[config.mk]
export PLATFORM = sky130hd
export DESIGN_NAME = sfp2fix_group
export DESIGN_NICKNAME = d
export VERILOG_FILES = /design/src/rtl/sfp2fix_group.sv
export SDC_FILE = /design/constraint.sdc
export NUM_CORES = 1
export LEC_CHECK = 0
export CAP_MARGIN = 25
export CORE_ASPECT_RATIO = 0.9
export CORE_MARGIN = 2
export CORE_UTILIZATION = 49
export DETAILED_ROUTE_END_ITERATION = 6
export MAX_ROUTING_LAYER = met4
export PLACE_DENSITY_LB_ADDON = 0.08
export SYNTH_ARGS = -nofsm -noshare
export SYNTH_HDL_FRONTEND = slang
export SYNTH_SLANG_ARGS = --single-unit
[constraint.sdc]
create_clock -name clk -period 13.9 [get_ports clk]
set_clock_uncertainty 0.05 [all_clocks]
set_input_delay 2.78 -clock clk [delete_from_list [all_inputs] [get_ports clk]]
set_output_delay 2.78 -clock clk [all_outputs]
set_load 0.01 [all_outputs]
[src/rtl/sfp2fix_group.sv]
// sfp2fix_group: block-floating-point aligner ahead of the fixed-point adder tree.
// Collects GROUP sfp words, finds the shared maximum exponent over the non-zero
// words, then emits each word as a two's-complement value aligned to it.
// The LSB of out_data weighs 2^(out_max_exp - sigWidth - low_expand).

module sfp2fix_group #(
  parameter int expWidth    = 4,
  parameter int sigWidth    = 4,
  parameter int formatWidth = 9,
  parameter int low_expand  = 2,
  parameter int GROUP       = 4
) (
  input  logic                             clk,
  input  logic                             rst,
  input  logic                             in_valid,
  output logic                             in_ready,
  input  logic [formatWidth-1:0]           in_data,
  output logic                             out_valid,
  input  logic                             out_ready,
  output logic [sigWidth+4+low_expand-1:0] out_data,
  output logic [expWidth-1:0]              out_max_exp,
  output logic                             out_last
);

  localparam int OW = sigWidth + 4 + low_expand;  // aligned output width
  localparam int MW = sigWidth + 1 + low_expand;  // magnitude width incl. hidden one
  localparam int CW = (GROUP > 1) ? $clog2(GROUP) : 1;
  localparam logic [CW-1:0]       LAST_IDX = CW'(GROUP - 1);
  localparam logic [expWidth-1:0] SH_MAX   = expWidth'(sigWidth + low_expand);

  typedef enum logic [0:0] {
    FILL = 1'b0,
    EMIT = 1'b1
  } state_t;

  state_t                  state_q, state_d;
  logic [CW-1:0]           cnt_q, cnt_d;
  logic [CW-1:0]           idx_q, idx_d;
  logic [expWidth-1:0]     run_max_q, run_max_d;
  logic [formatWidth-1:0]  buf_q [GROUP];
  logic [formatWidth-1:0]  buf_d [GROUP];
  logic [expWidth-1:0]     in_exp;

  // Align one sfp word to the group exponent; magnitude is truncated before negation.
  function automatic logic [OW-1:0] conv(input logic [formatWidth-1:0] w,
                                         input logic [expWidth-1:0]    mx);
    logic [expWidth-1:0] e;
    logic [sigWidth-1:0] m;
    logic                s;
    logic [expWidth-1:0] d;
    logic [MW-1:0]       base;
    logic [MW-1:0]       mag;
    logic [OW-1:0]       ext;
    e    = w[formatWidth-2:sigWidth];
    m    = w[sigWidth-1:0];
    s    = w[formatWidth-1];
    d    = mx - e;
    base = {1'b1, m, {low_expand{1'b0}}};
    if (e == {expWidth{1'b0}}) begin
      mag = {MW{1'b0}};
    end else if (d > SH_MAX) begin
      mag = {MW{1'b0}};
    end else begin
      mag = base >> d;
    end
    ext = {{(OW - MW){1'b0}}, mag};
    if (s) begin
      conv = {OW{1'b0}} - ext;
    end else begin
      conv = ext;
    end
  endfunction

  assign in_exp = in_data[formatWidth-2:sigWidth];

  // State, counters, running maximum and word buffer; rst discards any partial group.
  always_ff @(posedge clk) begin
    if (rst) begin
      state_q   <= FILL;
      cnt_q     <= {CW{1'b0}};
      idx_q     <= {CW{1'b0}};
      run_max_q <= {expWidth{1'b0}};
      for (int i = 0; i < GROUP; i++) begin
        buf_q[i] <= {formatWidth{1'b0}};
      end
    end else begin
      state_q   <= state_d;
      cnt_q     <= cnt_d;
      idx_q     <= idx_d;
      run_max_q <= run_max_d;
      for (int i = 0; i < GROUP; i++) begin
        buf_q[i] <= buf_d[i];
      end
    end
  end

  // Next state: fill the buffer one word per accept, then drain one word per handshake.
  always_comb begin
    state_d   = state_q;
    cnt_d     = cnt_q;
    idx_d     = idx_q;
    run_max_d = run_max_q;
    buf_d     = buf_q;
    case (state_q)
      FILL: begin
        if (in_valid) begin
          buf_d[cnt_q] = in_data;
          // zero words (exp==0) never raise the shared exponent
          if ((in_exp != {expWidth{1'b0}}) && (in_exp > run_max_q)) begin
            run_max_d = in_exp;
          end else begin
            run_max_d = run_max_q;
          end
          if (cnt_q == LAST_IDX) begin
            state_d = EMIT;
            cnt_d   = {CW{1'b0}};
            idx_d   = {CW{1'b0}};
          end else begin
            cnt_d = cnt_q + CW'(1);
          end
        end else begin
          cnt_d = cnt_q;
        end
      end
      EMIT: begin
        if (out_ready) begin
          if (idx_q == LAST_IDX) begin
            state_d   = FILL;
            cnt_d     = {CW{1'b0}};
            idx_d     = {CW{1'b0}};
            run_max_d = {expWidth{1'b0}};
          end else begin
            idx_d = idx_q + CW'(1);
          end
        end else begin
          idx_d = idx_q;
        end
      end
      default: begin
        state_d   = FILL;
        cnt_d     = {CW{1'b0}};
        idx_d     = {CW{1'b0}};
        run_max_d = {expWidth{1'b0}};
      end
    endcase
  end

  // Outputs decode from state flops and are forced to zero while rst is high.
  always_comb begin
    in_ready    = 1'b0;
    out_valid   = 1'b0;
    out_data    = {OW{1'b0}};
    out_max_exp = {expWidth{1'b0}};
    out_last    = 1'b0;
    if (!rst) begin
      case (state_q)
        FILL: begin
          in_ready = 1'b1;
        end
        EMIT: begin
          out_valid   = 1'b1;
          out_data    = conv(buf_q[idx_q], run_max_q);
          out_max_exp = run_max_q;
          out_last    = (idx_q == LAST_IDX);
        end
        default: begin
          in_ready = 1'b0;
        end
      endcase
    end else begin
      in_ready = 1'b0;
    end
  end

endmodule
==> results.txt <==
Run status = complete, no violations
H-tree Lvls = 2
Max-slew violation count = 0
Post-DRT Antenna Nets = 0
Num ports = 30
Final nets = 379
Die area = 6333 um2
FILL cells = 517
Critical Path Source Type = primary input
Lkg Pwr = 1.110 nW
Sequential fraction of the synthesis area = 0.3219
P_sw = 100.4 uW
Root buffer cell = clkbuf_8
Most common cell after layout, fill and taps aside = nand2_1
Int Pwr = 222.0 uW
Clock slew at reported path FFs = 0.10 ns
Synth-to-layout area growth = 13.28%
Utilization after layout = 0.5666
Async S/R FF share, synth = 0
Clock power frac = 0.321
Final setup vio count = 0
Critical Path RT = 11.07 ns
Clock sink count = 45
Final Hold Vio Count = 0
IO Port Bufs = 29
All-Layer GR Usage = 0.2249
Clock Latency Late Sink = 0.30 ns
Comb power frac = 0.254
Slew headroom = 0.5248
Syn Inst Count = 336
Setup tns final = 0 ns
Sw Share = 0.3113
FF+latch count, synth = 45
Via count = 2377
Final period util = 0.5615
RSZ-0062 raised after global routing = false
Main synth FF type = dfxtp_1
1st-iter DRT viols = 133
Post-layout min period = 7.805 ns
GR Overflow Total = 0
Core box area = 5595 um2
Starting Density = 0.5002
Count of cell types in the netlist = 50
Post-DP HPWL = 4468 um
Height of the die = 75.70 um
Critical path class = primary input to output port
Layout cells sized above 1 = 0.1020
1st-pass router iterations = 4
Routability cong. = 0.8289
Pin count of the biggest net entering global routing = 45
Syn Area/Cell = 8.330 um2
CTS buffer count = 5
First-pass GRT wire length = 10870 um
Initial antenna violation count = 0
Maximum VDD drop = 0.08425 mV
Hold Crit Class = flop to flop
Seq pwr share = 0.426
Crit end category = output port
Drt drc = 0
Synthesized area = 2799 um2
Syn nets = 363
Maximum clock path buffer count = 2
CP max FO = 44
DP Worst Slack = 6.086 ns
Wirelength per Cell = 15.24 um
Routed wire length = 6445 um
Hold-fix buffers, CTS = 0
Vias per cell = 5.619
Vias in the first global route = 2140
# Post-CTS Setup Buffers = 0
Worst Path Arrival = 4.97 ns
CTS tree = yes
Fmax = 128.1 MHz
Least-Margin Pin Slew = 0.7119 ns
Pwr dens = 101.7 nW/um2
Worst setup margin = 6.095 ns
Min Hold Slack = 0.4073 ns
Pwr Total = 322.4 uW
Max Cap Violations = 0
Row cnt = 26
# diodes = 0
Post-CTS Resized = 0
Die Width = 83.67 um
Synth warn = 0
Post-synth EDFFs = 0
Most frequent cells in the layout = nand2_1 (66), a21oi_1 (45), dfxtp_1 (45)
final cells by class:
class / instances / area [um2] / share of cell area
Clock buffer: 5 / 68.82 / 0.02170
Clock inverter: 3 / 50.05 / 0.01579
Inverter: 14 / 52.55 / 0.01657
Multi-Input combinational cell: 255 / 1705 / 0.5379
Sequential cell: 45 / 900.9 / 0.2841
Tap cell: 70 / 87.58 / 0.02762
Timing Repair Buffer: 31 / 305.3 / 0.09629
metrics by stage:
stage	cell area, um2	instances
after floorplan	2799	336
after detailed placement	3052	415
after global placement	3052	415
after global routing	3171	423
after CTS	3171	423
final	3171	423
worst paths after layout:
check,slack [ns],to,cells after the start,from
worst max register to register,11.65,run_max_q[2],9,run_max_q[1]
worst max-delay path,6.10,out_data[9],5,rst
worst min-delay path,0.41,buf_q[26],2,buf_q[26]
worst min register to register,0.41,buf_q[26],2,buf_q[26]
registers in the layout, summed over array words and instances, names as in the netlist:
| name | flops |
|---|---|
| cnt_q | 2 |
| run_max_q | 4 |
| idx_q | 2 |
| state_q | 1 |
| buf_q | 36 |
power by group through the flow:
stage | logic [mW] | clock network, mW | registers, mW
floorplan | 0.0645 | 0 | 0.139
CTS | 0.0813 | 0.105 | 0.137
finish | 0.0818 | 0.103 | 0.137
detailed placement | 0.0811 | 0 | 0.140
global placement | 0.0809 | 0 | 0.140
global route | 0.0919 | 0.110 | 0.138
routing by layer:
layer  global-route usage  vias up  part of all wire
li1                     -     1221                 -
met3              0.04550        4             0.048
met5                    -        -                 0
met4              0.03943        0            0.0062
met1               0.2998     1102              0.47
met2               0.3662       50              0.47
cell usage after synthesis, types with 2 or more instances:
library cell | number | area [um2]
nand2_1 | 66 | 247.7
a21oi_1 | 45 | 225.2
dfxtp_1 | 45 | 900.9
nand3_1 | 33 | 165.2
nor2_1 | 18 | 67.56
clkbuf_1 | 14 | 52.55
inv_1 | 14 | 52.55
ha_1 | 13 | 162.7
mux4_2 | 10 | 225.2
nor3_1 | 7 | 35.03
o21ai_0 | 7 | 35.03
a31oi_1 | 6 | 37.54
a22o_1 | 5 | 43.79
nand2b_1 | 4 | 25.02
and2_1 | 3 | 18.77
buf_6 | 3 | 33.78
clkbuf_8 | 3 | 41.29
and3_2 | 2 | 15.01
buf_4 | 2 | 15.01
mux2_4 | 2 | 30.03
nand4_1 | 2 | 12.51
nor2b_1 | 2 | 12.51
nor4_1 | 2 | 12.51
xnor2_1 | 2 | 17.52
kinds of logic after synthesis:
family | count (synthesis) | synth area share
AO/OA/AOI/OAI | 73 | 0.1623
XOR/XNOR | 4 | 0.01520
adder cells (fa/ha/maj) | 14 | 0.06527
buffers and inverters | 36 | 0.06973
flip-flops | 45 | 0.3219
multiplexers | 16 | 0.1162
AND/OR/NAND/NOR | 148 | 0.2494
worst max-delay path, stage by stage:
cell,delay [ns]
clkdlybuf4s50_1,0.39
buf_4,0.27
or2b_2,0.46
nor4_1,0.44
clkdlybuf4s50_1,0.63
Note: power is estimated with default switching activity, not from simulation.
